### src/rtl/pc_fetch_ctrl_if.sv
// pc_fetch_ctrl_if: signal bundle between the fetch/sequencing controller and
// the datapath/memory side.
//   master (controller): drives imem_req, ir_ld, dmem_req, dmem_we, rf_we,
//                        pc_ld, pc_sel, fault, state; samples run, imem_ack,
//                        opcode, funct, zero, dmem_ack.
//   slave  (datapath/memories): the mirror image.
interface pc_fetch_ctrl_if;
  logic       run;
  logic       imem_req;
  logic       imem_ack;
  logic       ir_ld;
  logic [5:0] opcode;
  logic [5:0] funct;
  logic       zero;
  logic       dmem_req;
  logic       dmem_we;
  logic       dmem_ack;
  logic       rf_we;
  logic       pc_ld;
  logic [1:0] pc_sel;
  logic       fault;
  logic [2:0] state;

  modport master (
    input  run, imem_ack, opcode, funct, zero, dmem_ack,
    output imem_req, ir_ld, dmem_req, dmem_we, rf_we, pc_ld, pc_sel, fault, state
  );

  modport slave (
    output run, imem_ack, opcode, funct, zero, dmem_ack,
    input  imem_req, ir_ld, dmem_req, dmem_we, rf_we, pc_ld, pc_sel, fault, state
  );
endinterface

### src/rtl/pc_fetch_ctrl.sv
// pc_fetch_ctrl: multi-cycle instruction sequencer for a small MIPS-like core.
// Walks IDLE -> FETCH -> DECODE -> EXEC [-> MEM] [-> WB] and produces
// single-cycle registered strobes for the IR, PC and register file, plus
// instruction/data memory requests with an ack timeout that faults to HALT.
// Ports:
//   clk  - rising-edge clock
//   rst  - asynchronous active-high reset
//   bus  - pc_fetch_ctrl_if.master (run, memory handshakes, decode fields,
//          strobes, pc_sel, fault, debug state)
// Parameters:
//   ACK_TIMEOUT - ack-less cycles tolerated in FETCH/MEM (2..255)
//   START_SEL   - pc_sel value whenever pc_ld is not being driven
module pc_fetch_ctrl #(
  parameter int unsigned ACK_TIMEOUT = 16,
  parameter logic [1:0]  START_SEL   = 2'b00
) (
  input  logic             clk,
  input  logic             rst,
  pc_fetch_ctrl_if.master  bus
);

  typedef enum logic [2:0] {
    IDLE   = 3'd0,
    FETCH  = 3'd1,
    DECODE = 3'd2,
    EXEC   = 3'd3,
    MEM    = 3'd4,
    WB     = 3'd5,
    HALT   = 3'd6
  } state_t;

  localparam logic [5:0] OP_RTYPE = 6'b000000;
  localparam logic [5:0] OP_J     = 6'b000010;
  localparam logic [5:0] OP_JAL   = 6'b000011;
  localparam logic [5:0] OP_BEQ   = 6'b000100;
  localparam logic [5:0] OP_BNE   = 6'b000101;
  localparam logic [5:0] OP_LW    = 6'b100011;
  localparam logic [5:0] OP_SW    = 6'b101011;
  localparam logic [5:0] FN_JR    = 6'b001000;

  localparam logic [7:0] LP_TIMEOUT = 8'(ACK_TIMEOUT);

  state_t     r_state;
  logic [7:0] r_wait_cnt;
  logic [5:0] r_opc;
  logic [5:0] r_fn;
  logic       r_imem_req;
  logic       r_ir_ld;
  logic       r_dmem_req;
  logic       r_dmem_we;
  logic       r_rf_we;
  logic       r_pc_ld;
  logic [1:0] r_pc_sel;
  logic       r_fault;

  logic [7:0] w_wait_next;
  logic       w_timeout;
  logic       w_legal;

  // The cycle that would be ack-less number ACK_TIMEOUT; an ack in that same
  // cycle is checked first and therefore wins.
  assign w_wait_next = r_wait_cnt + 8'd1;
  assign w_timeout   = (w_wait_next == LP_TIMEOUT);

  always_comb begin
    w_legal = 1'b0;
    case (bus.opcode)
      OP_RTYPE, OP_J, OP_JAL, OP_BEQ, OP_BNE, OP_LW, OP_SW: w_legal = 1'b1;
      default:                                              w_legal = 1'b0;
    endcase
  end

  // Strobes are registered: they are high in the cycle after the deciding
  // edge, so the falling-edge PC/IR registers see a settled level. When the
  // instruction finishes, the next state (FETCH/IDLE) is chosen on that same
  // edge, so the pc_ld cycle overlaps the first FETCH cycle -- except WB,
  // where the strobes are entered with the state and run is sampled on exit.
  always_ff @(posedge clk or posedge rst) begin
    if (rst) begin
      r_state    <= IDLE;
      r_wait_cnt <= '0;
      r_opc      <= '0;
      r_fn       <= '0;
      r_imem_req <= 1'b0;
      r_ir_ld    <= 1'b0;
      r_dmem_req <= 1'b0;
      r_dmem_we  <= 1'b0;
      r_rf_we    <= 1'b0;
      r_pc_ld    <= 1'b0;
      r_pc_sel   <= START_SEL;
      r_fault    <= 1'b0;
    end else begin
      r_ir_ld  <= 1'b0;
      r_rf_we  <= 1'b0;
      r_pc_ld  <= 1'b0;
      r_pc_sel <= START_SEL;

      case (r_state)
        IDLE: begin
          if (bus.run) begin
            r_state    <= FETCH;
            r_imem_req <= 1'b1;
            r_wait_cnt <= '0;
          end
        end

        FETCH: begin
          if (bus.imem_ack) begin
            r_imem_req <= 1'b0;
            r_ir_ld    <= 1'b1;
            r_state    <= DECODE;
          end else if (w_timeout) begin
            r_imem_req <= 1'b0;
            r_fault    <= 1'b1;
            r_state    <= HALT;
          end else begin
            r_wait_cnt <= w_wait_next;
          end
        end

        DECODE: begin
          r_opc <= bus.opcode;
          r_fn  <= bus.funct;
          if (w_legal) begin
            r_state <= EXEC;
          end else begin
            r_fault <= 1'b1;
            r_state <= HALT;
          end
        end

        EXEC: begin
          case (r_opc)
            OP_LW, OP_SW: begin
              r_state    <= MEM;
              r_dmem_req <= 1'b1;
              r_dmem_we  <= (r_opc == OP_SW);
              r_wait_cnt <= '0;
            end
            OP_RTYPE: begin
              if (r_fn == FN_JR) begin
                r_pc_ld    <= 1'b1;
                r_pc_sel   <= 2'b11;
                r_state    <= bus.run ? FETCH : IDLE;
                r_imem_req <= bus.run;
                r_wait_cnt <= '0;
              end else begin
                r_rf_we  <= 1'b1;
                r_pc_ld  <= 1'b1;
                r_pc_sel <= 2'b00;
                r_state  <= WB;
              end
            end
            OP_J, OP_JAL: begin
              r_pc_ld    <= 1'b1;
              r_pc_sel   <= 2'b10;
              r_rf_we    <= (r_opc == OP_JAL);
              r_state    <= bus.run ? FETCH : IDLE;
              r_imem_req <= bus.run;
              r_wait_cnt <= '0;
            end
            OP_BEQ, OP_BNE: begin
              r_pc_ld    <= 1'b1;
              r_pc_sel   <= ((r_opc == OP_BEQ) == bus.zero) ? 2'b01 : 2'b00;
              r_state    <= bus.run ? FETCH : IDLE;
              r_imem_req <= bus.run;
              r_wait_cnt <= '0;
            end
            default: begin
              r_fault <= 1'b1;
              r_state <= HALT;
            end
          endcase
        end

        MEM: begin
          if (bus.dmem_ack) begin
            r_dmem_req <= 1'b0;
            r_dmem_we  <= 1'b0;
            r_pc_ld    <= 1'b1;
            r_pc_sel   <= 2'b00;
            if (r_opc == OP_SW) begin
              r_state    <= bus.run ? FETCH : IDLE;
              r_imem_req <= bus.run;
              r_wait_cnt <= '0;
            end else begin
              r_rf_we <= 1'b1;
              r_state <= WB;
            end
          end else if (w_timeout) begin
            r_dmem_req <= 1'b0;
            r_dmem_we  <= 1'b0;
            r_fault    <= 1'b1;
            r_state    <= HALT;
          end else begin
            r_wait_cnt <= w_wait_next;
          end
        end

        WB: begin
          r_state    <= bus.run ? FETCH : IDLE;
          r_imem_req <= bus.run;
          r_wait_cnt <= '0;
        end

        HALT: r_state <= HALT;

        default: r_state <= HALT;
      endcase
    end
  end

  assign bus.imem_req = r_imem_req;
  assign bus.ir_ld    = r_ir_ld;
  assign bus.dmem_req = r_dmem_req;
  assign bus.dmem_we  = r_dmem_we;
  assign bus.rf_we    = r_rf_we;
  assign bus.pc_ld    = r_pc_ld;
  assign bus.pc_sel   = r_pc_sel;
  assign bus.fault    = r_fault;
  assign bus.state    = r_state;

endmodule

### src/flat_wrapper.sv
// flat-port wrapper written by rule: the top's interface ports become plain ports
module pc_fetch_ctrl_flat 
#(
  parameter int unsigned ACK_TIMEOUT = 16,
  parameter logic [1:0]  START_SEL   = 2'b00
)
  (clk, rst, bus_run, bus_imem_ack, bus_opcode, bus_funct, bus_zero, bus_dmem_ack, bus_imem_req, bus_ir_ld, bus_dmem_req, bus_dmem_we, bus_rf_we, bus_pc_ld, bus_pc_sel, bus_fault, bus_state);
  pc_fetch_ctrl_if bus_i ();
  input  logic clk;
  input  logic rst;
  input wire logic [$bits(bus_i.run)-1:0] bus_run;
  input wire logic [$bits(bus_i.imem_ack)-1:0] bus_imem_ack;
  input wire logic [$bits(bus_i.opcode)-1:0] bus_opcode;
  input wire logic [$bits(bus_i.funct)-1:0] bus_funct;
  input wire logic [$bits(bus_i.zero)-1:0] bus_zero;
  input wire logic [$bits(bus_i.dmem_ack)-1:0] bus_dmem_ack;
  output wire logic [$bits(bus_i.imem_req)-1:0] bus_imem_req;
  output wire logic [$bits(bus_i.ir_ld)-1:0] bus_ir_ld;
  output wire logic [$bits(bus_i.dmem_req)-1:0] bus_dmem_req;
  output wire logic [$bits(bus_i.dmem_we)-1:0] bus_dmem_we;
  output wire logic [$bits(bus_i.rf_we)-1:0] bus_rf_we;
  output wire logic [$bits(bus_i.pc_ld)-1:0] bus_pc_ld;
  output wire logic [$bits(bus_i.pc_sel)-1:0] bus_pc_sel;
  output wire logic [$bits(bus_i.fault)-1:0] bus_fault;
  output wire logic [$bits(bus_i.state)-1:0] bus_state;
  assign bus_i.run = bus_run;
  assign bus_i.imem_ack = bus_imem_ack;
  assign bus_i.opcode = bus_opcode;
  assign bus_i.funct = bus_funct;
  assign bus_i.zero = bus_zero;
  assign bus_i.dmem_ack = bus_dmem_ack;
  assign bus_imem_req = bus_i.imem_req;
  assign bus_ir_ld = bus_i.ir_ld;
  assign bus_dmem_req = bus_i.dmem_req;
  assign bus_dmem_we = bus_i.dmem_we;
  assign bus_rf_we = bus_i.rf_we;
  assign bus_pc_ld = bus_i.pc_ld;
  assign bus_pc_sel = bus_i.pc_sel;
  assign bus_fault = bus_i.fault;
  assign bus_state = bus_i.state;
  pc_fetch_ctrl #(.ACK_TIMEOUT(ACK_TIMEOUT), .START_SEL(START_SEL)) u_core (.clk(clk), .rst(rst), .bus(bus_i));
endmodule
### config.mk
export PLATFORM = sky130hd
export DESIGN_NAME = pc_fetch_ctrl_flat
export DESIGN_NICKNAME = d
export VERILOG_FILES = /design/src/rtl/pc_fetch_ctrl_if.sv /design/src/rtl/pc_fetch_ctrl.sv /design/src/flat_wrapper.sv
export SDC_FILE = /design/constraint.sdc
export NUM_CORES = 1
export LEC_CHECK = 0
export ABC_AREA = 1
export CAP_MARGIN = 20
export CORE_UTILIZATION = 30
export CTS_CLUSTER_SIZE = 10
export DETAILED_ROUTE_END_ITERATION = 7
export GPL_ROUTABILITY_DRIVEN = 1
export SKIP_CTS_REPAIR_TIMING = 1
export SYNTH_ARGS = -nofsm -noshare
export SYNTH_HDL_FRONTEND = slang
export SYNTH_SLANG_ARGS = --single-unit
### constraint.sdc
create_clock -name clk -period 2 [get_ports clk]
set_input_delay 0.3 -clock clk [delete_from_list [all_inputs] [get_ports clk]]
set_output_delay 0.3 -clock clk [all_outputs]
set_load 0.03 [all_outputs]
==> results of run 1 <==
## kinds of logic (layout without fill, tap and decap cells)
group | Yosys count | in the layout | synth area share (%)
xor gates and xnor gates | 2 | 2 | 0.931
DFF | 32 | 32 | 42.6
and+or+nand+nor | 170 | 170 | 40.6
buffers and inverters | 38 | 76 | 7.78
adders and majority gates | 1 | 1 | 0.665
AOI/OAI and AO/OA | 27 | 27 | 7.51
## final cells by class
| class | instances | share of cell area [%] |
|---|---|---|
| clock buffers | 6 | 3.46 |
| clock inverters | 2 | 0.419 |
| inverters | 35 | 5.50 |
| multi-input cells | 200 | 39.8 |
| flip-flops and latches | 32 | 33.5 |
| well taps | 75 | 3.93 |
| repair buffers | 33 | 13.4 |
## layer usage
metal | wire (um) | up-vias
li1 | - | 935
met1 | 2160 | 818
met2 | 1980 | 37
met3 | 182 | 4
met4 | 39 | 0
met5 | 0 | -
## worst reg2reg max path: cells and delay by family, from the launching register on
kind	cells	cell delay, ns
compound gates	1	0.17
fa+ha+maj	1	0.22
buf+inv	1	0.13
flops	1	0.41
simple gates	7	0.75
## power groups by stage
stage	sequential [W]	clock, W	combinational, W
floorplan	0.000659	0	0.0000191
global placement	0.000659	0	0.0000654
detailed placement	0.000659	0	0.0000659
CTS	0.000647	0.000532	0.0000658
global route	0.000646	0.000566	0.0000729
finish	0.000647	0.000515	0.0000637
## metrics by stage
| stage | std cells | TNS (ns) |
|---|---|---|
| floorplan | 270 | 0 |
| global placement | 375 | 0 |
| detailed placement | 375 | 0 |
| CTS | 383 | 0 |
| global route | 383 | -0.00533 |
| finish | 383 | 0 |
## cell usage after synthesis, types with 2 or more instances
library cell / instances / share of area, %
a21oi_1: 6 / 1.6
nor2_1: 31 / 6.2
nand3_2: 3 / 1.6
clkbuf_1: 2 / 0.40
o21ai_1: 5 / 1.3
nand3_1: 19 / 5.1
inv_2: 6 / 1.2
nor2_2: 3 / 1.0
nand2_2: 3 / 1.0
nand2_1: 93 / 19
nand4_1: 10 / 3.3
dfrtp_1: 32 / 43
nor2_4: 3 / 1.8
inv_1: 28 / 5.6
o21ai_0: 13 / 3.5
## final timing paths
check / endpoint / slack, ns
worst max-delay path: bus_state[2] / 0.19
worst min-delay path: u_core.r_wait_cnt[2] / 0.39
worst max register to register: u_core.r_wait_cnt[3] / 0.23
worst min register to register: u_core.r_fn[0] / 0.48
max in group asynchronous: u_core.bus.dmem_we / 1.32
min in group clk: u_core.r_fn[0] / 0.48
## flip-flops by register name, indices dropped and copies added (netlist names)
signal               cells
u_core.bus.dmem_req      1
u_core.bus.imem_req      1
u_core.bus.state         3
u_core.bus.pc_ld         1
u_core.bus.pc_sel        2
u_core.bus.dmem_we       1
u_core.bus.ir_ld         1
u_core.bus.rf_we         1
u_core.r_opc             6
u_core.r_fn              6
u_core.bus.fault         1
u_core.r_wait_cnt        8
==> results.cfg, run 1 <==
[die]
start_util_pct = 31.4
die_area_um2 = 6590
die_w_um = 81.2
row_count = 28
core_um2 = 5990
io_pins = 30
die_height_um = 81.2

[placed_design]
io_buffers = 29
pre_cts_ws_ns = 0.0454
place.detailed.hpwl_um = 3410
routabilityCongestion = 0.897
dpl_cell_area_um2 = 2280

[layout]
regArea_um2 = 801
drive_gt1_share_pct = 11.7
final_cell_mix = 93 x nand2_1, 32 x dfrtp_1, 30 x nor2_1
nets = 326
finalInstanceArea_um2 = 2390
fin_util_pct = 39.9
antenna_cells = 0
fillers = 640
layout_commonest_cell = nand2_1
multi_input_area_um2 = 950
layout-area-overhead-vs-synth_pct = 26.9

[clock_network]
cts.sinks = 32
clk_latency_ns = 0.29
clock_path_buffers = 2
clockRootBuffer = clkbuf_8
htreeDepth = 2
numCtsBuffers = 5
path_clk_slew_ns = 0.07
tritoncts = yes

[global_route]
gr-usage-met1_pct = 21.1
grt_most_used_layer = met2
grt_max_degree = 33
antenna_found_initial = 0
grt_first_pass_wirelength_um = 7820
grt_overflow = 0
met2_usage_pct = 23.7
grt_use_met3_pct = 3.60
grt_usage_pct = 15.4
grt_pass1_vias = 1713

[sta]
max_freq_ghz = 0.553
min_period_ns = 1.81
hold_ws_ns = 0.391
fin_crit_sh_pct = 90.5
drv_slew = 0
worstMarginPinSlew_ns = 0.398
report.final.setup_viol = 0
relSlewSlack_pct = 73.5
fin_ws_ns = 0.190
finalHoldViolCount = 0
skew_ns = 0.00595

[worst_setup_path]
critical_path_buf_inv_count = 1
r2r_cells = 10
critPathMaxStageDelay_ns = 0.74
cp_top_family = buffers and inverters
worstPathCellList = clkdlybuf4s50_1
crit_path_end_kind = output port
worstPathArrival_ns = 1.51
startpoint = u_core.bus.state[2]
path_max_fanout = 7
rr_startpoint = u_core.r_wait_cnt[0]
crit_path_top_delay_cell = clkdlybuf4s50_1
criticalPathCategory = reg2out
cp-start-kind = flip-flop
required_ns = 1.70
critical_path_depth = 1

[routing]
routed_wl_um = 4360
vias = 1794
drtPass1Iterations = 4
wl_per_cell_um = 11.4
vias_per_cell = 4.68
drt-initial-drc-count = 119
drtAntennaViolNets = 0
drc_errors = 0

[pwr]
p_clk_share_pct = 42.0
switching_share_pct = 21.9
combPwrFrac_pct = 5.2
internal-power_w = 0.000957
peakVddDrop_mv = 0.239
finalPower_w = 0.00123
powerDensity_nw_per_um2 = 513
p_leak_nw = 1.14
p_switching_w = 0.000269
seq_power_share_pct = 52.8

[logic_synthesis]
synth_edf_count = 0
postSynthNetCount = 289
synth_flop_cell = dfrtp_1
synthesis.area_um2 = 1880
ys_ff_latch = 32
yosysWarnings = 0
synth_area_per_cell_um2 = 6.97
ys_types = 28
netlist_instances = 270
yosysSeqAreaShare_pct = 42.6
async_flop_share_pct = 100

[worst_hold_path]
holdCritPathClass = in2async

[run_status]
status = complete, no violations

[run]
drv_cap = 0
(Power assumes the default switching activity.)
==> run 2: changes to the inputs <==
--- a/config.mk
+++ b/config.mk
@@ -11,6 +11,7 @@
 export CTS_CLUSTER_SIZE = 10
 export DETAILED_ROUTE_END_ITERATION = 7
 export GPL_ROUTABILITY_DRIVEN = 1
+export REMOVE_ABC_BUFFERS = 1
 export SKIP_CTS_REPAIR_TIMING = 1
 export SYNTH_ARGS = -nofsm -noshare
 export SYNTH_HDL_FRONTEND = slang
==> run 2 against run 1 <==
Effect of this change:
- clock skew increased by 0.0030 ns
- die area did not move
- worst setup slack worse by 0.012 ns
- cell count increased by 0.52%
- clock-buffer cell count fell by 1
- critical path depth stayed put
- sequential share of layout area is 0.43 points lower
- via count fell by 0.72%
- utilization is 0.52 points higher
- first-iteration DRC count rose by 34%
- register-to-register slack gained 0.02 ns
==> results.cfg, run 2 (same netlist as run 1, synthesis figures left out) <==
[run_status]
status = complete, no violations

[placed_design]
routabilityCongestion = 0.908
place.detailed.hpwl_um = 3290
dp_cells = 376
io_buffers = 29
dpl_cell_area_um2 = 2290

[global_route]
grt_overflow = 0
grt_first_pass_wirelength_um = 7640
grt_usage_pct = 15.4
antenna_found_initial = 0
grt_pass1_vias = 1662
grt_max_degree = 33

[clock_network]
cts.sinks = 32
numCtsBuffers = 5
clockRootBuffer = clkbuf_8
tritoncts = yes
htreeDepth = 2
clk_latency_ns = 0.30
clock_path_buffers = 2
path_clk_slew_ns = 0.08

[pwr]
p_switching_w = 0.000295
powerDensity_nw_per_um2 = 556
internal-power_w = 0.00105
combPwrFrac_pct = 4.7
switching_share_pct = 21.9
p_clk_share_pct = 47.2
finalPower_w = 0.00135
peakVddDrop_mv = 0.221
seq_power_share_pct = 48.1
p_leak_nw = 1.15

[layout]
final_cell_mix = 93 x nand2_1, 32 x dfrtp_1, 31 x nor2_1
largest_reg_flops = 8
multi_input_area_um2 = 947
top_regs = u_core.r_wait_cnt (8), u_core.r_fn (6), u_core.r_opc (6)
drive_gt1_share_pct = 11.9
fin_util_pct = 40.4
fillers = 617
finalInstanceArea_um2 = 2420
nets = 328
regArea_um2 = 801
layout_commonest_cell = nand2_1
fin_cells = 385
regMostFlops = u_core.r_wait_cnt
layout-area-overhead-vs-synth_pct = 28.6
antenna_cells = 0

[sta]
min_period_ns = 1.82
finalHoldViolCount = 0
relSlewSlack_pct = 73.0
max_freq_ghz = 0.549
drv_slew = 0
worstMarginPinSlew_ns = 0.405
fin_crit_sh_pct = 91.1
rsz0062_at_grt = no
report.final.setup_viol = 0
final.setup.tns_ns = 0
skew_ns = 0.00900

[worst_setup_path]
crit_path_end_kind = output port
required_ns = 1.70
worstPathCellList = clkdlybuf4s50_1
cp-start-kind = flip-flop
critical_path_buf_inv_count = 1
critPathMaxStageDelay_ns = 0.74
crit_path_top_delay_cell = clkdlybuf4s50_1
worstPathArrival_ns = 1.52
path_max_fanout = 7
rrSetupSlack_ns = 0.25
cp_top_family = buffers and inverters
criticalPathCategory = reg2out

[routing]
drtAntennaViolNets = 0
routed_wl_um = 4290
vias = 1781
drc_errors = 0
drtPass1Iterations = 4
wl_per_cell_um = 11.1
drt-initial-drc-count = 160
vias_per_cell = 4.63

[die]
row_count = 28
core_um2 = 5990
io_pins = 30
start_util_pct = 31.4
die_w_um = 81.2
die_area_um2 = 6590
die_height_um = 81.2

[worst_hold_path]
holdCritPathClass = in2async

[run]
drv_cap = 0
[run 2: path summary, 6_finish.rpt]
check                                        to                 start  depth (start not counted)
max                                bus_state[2]   u_core.bus.state[2]                          1
min                        u_core.r_wait_cnt[4]                   rst                          3
max reg2reg                  u_core.bus.dmem_we  u_core.r_wait_cnt[0]                         10
min reg2reg                      u_core.r_fn[5]        u_core.r_fn[5]                          2
max in group asynchronous  u_core.r_wait_cnt[7]                   rst                          3
min in group clk                 u_core.r_fn[5]        u_core.r_fn[5]                          2
[run 2: layout make-up]
| type | count | share of cell area (%) |
|---|---|---|
| Clock buffer | 5 | 2.84 |
| Clock inverter | 3 | 1.76 |
| Inverter | 35 | 5.43 |
| Multi-Input combinational cell | 200 | 39.1 |
| Sequential cell | 32 | 33.1 |
| Tap cell | 75 | 3.88 |
| Timing Repair Buffer | 35 | 13.9 |
[run 2: power groups by stage]
stage / registers (W) / clock network, W / logic (W)
2_1_floorplan: 0.000659 / 0 / 0.0000191
3_3_place_gp: 0.000659 / 0 / 0.0000649
3_5_place_dp: 0.000659 / 0 / 0.0000656
4_1_cts: 0.000647 / 0.000650 / 0.0000655
5_1_grt: 0.000646 / 0.000681 / 0.0000716
6_report: 0.000647 / 0.000635 / 0.0000637
[run 2: through the flow]
step / setup WS, ns / hold WS [ns]
floorplan: 0.205 / 0.416
global placement: 0.104 / 0.457
detailed placement: 0.121 / 0.459
CTS: 0.105 / 0.408
global route: 0.00336 / 0.469
finish: 0.178 / 0.382
[run 2: layer usage]
layer	part of all wire [%]	wire (um)	track usage (%)
met1	48	2050	20.7
met2	45	1920	23.5
met3	5.4	233	3.82
met4	1.9	83	6.43
met5	0	0	0
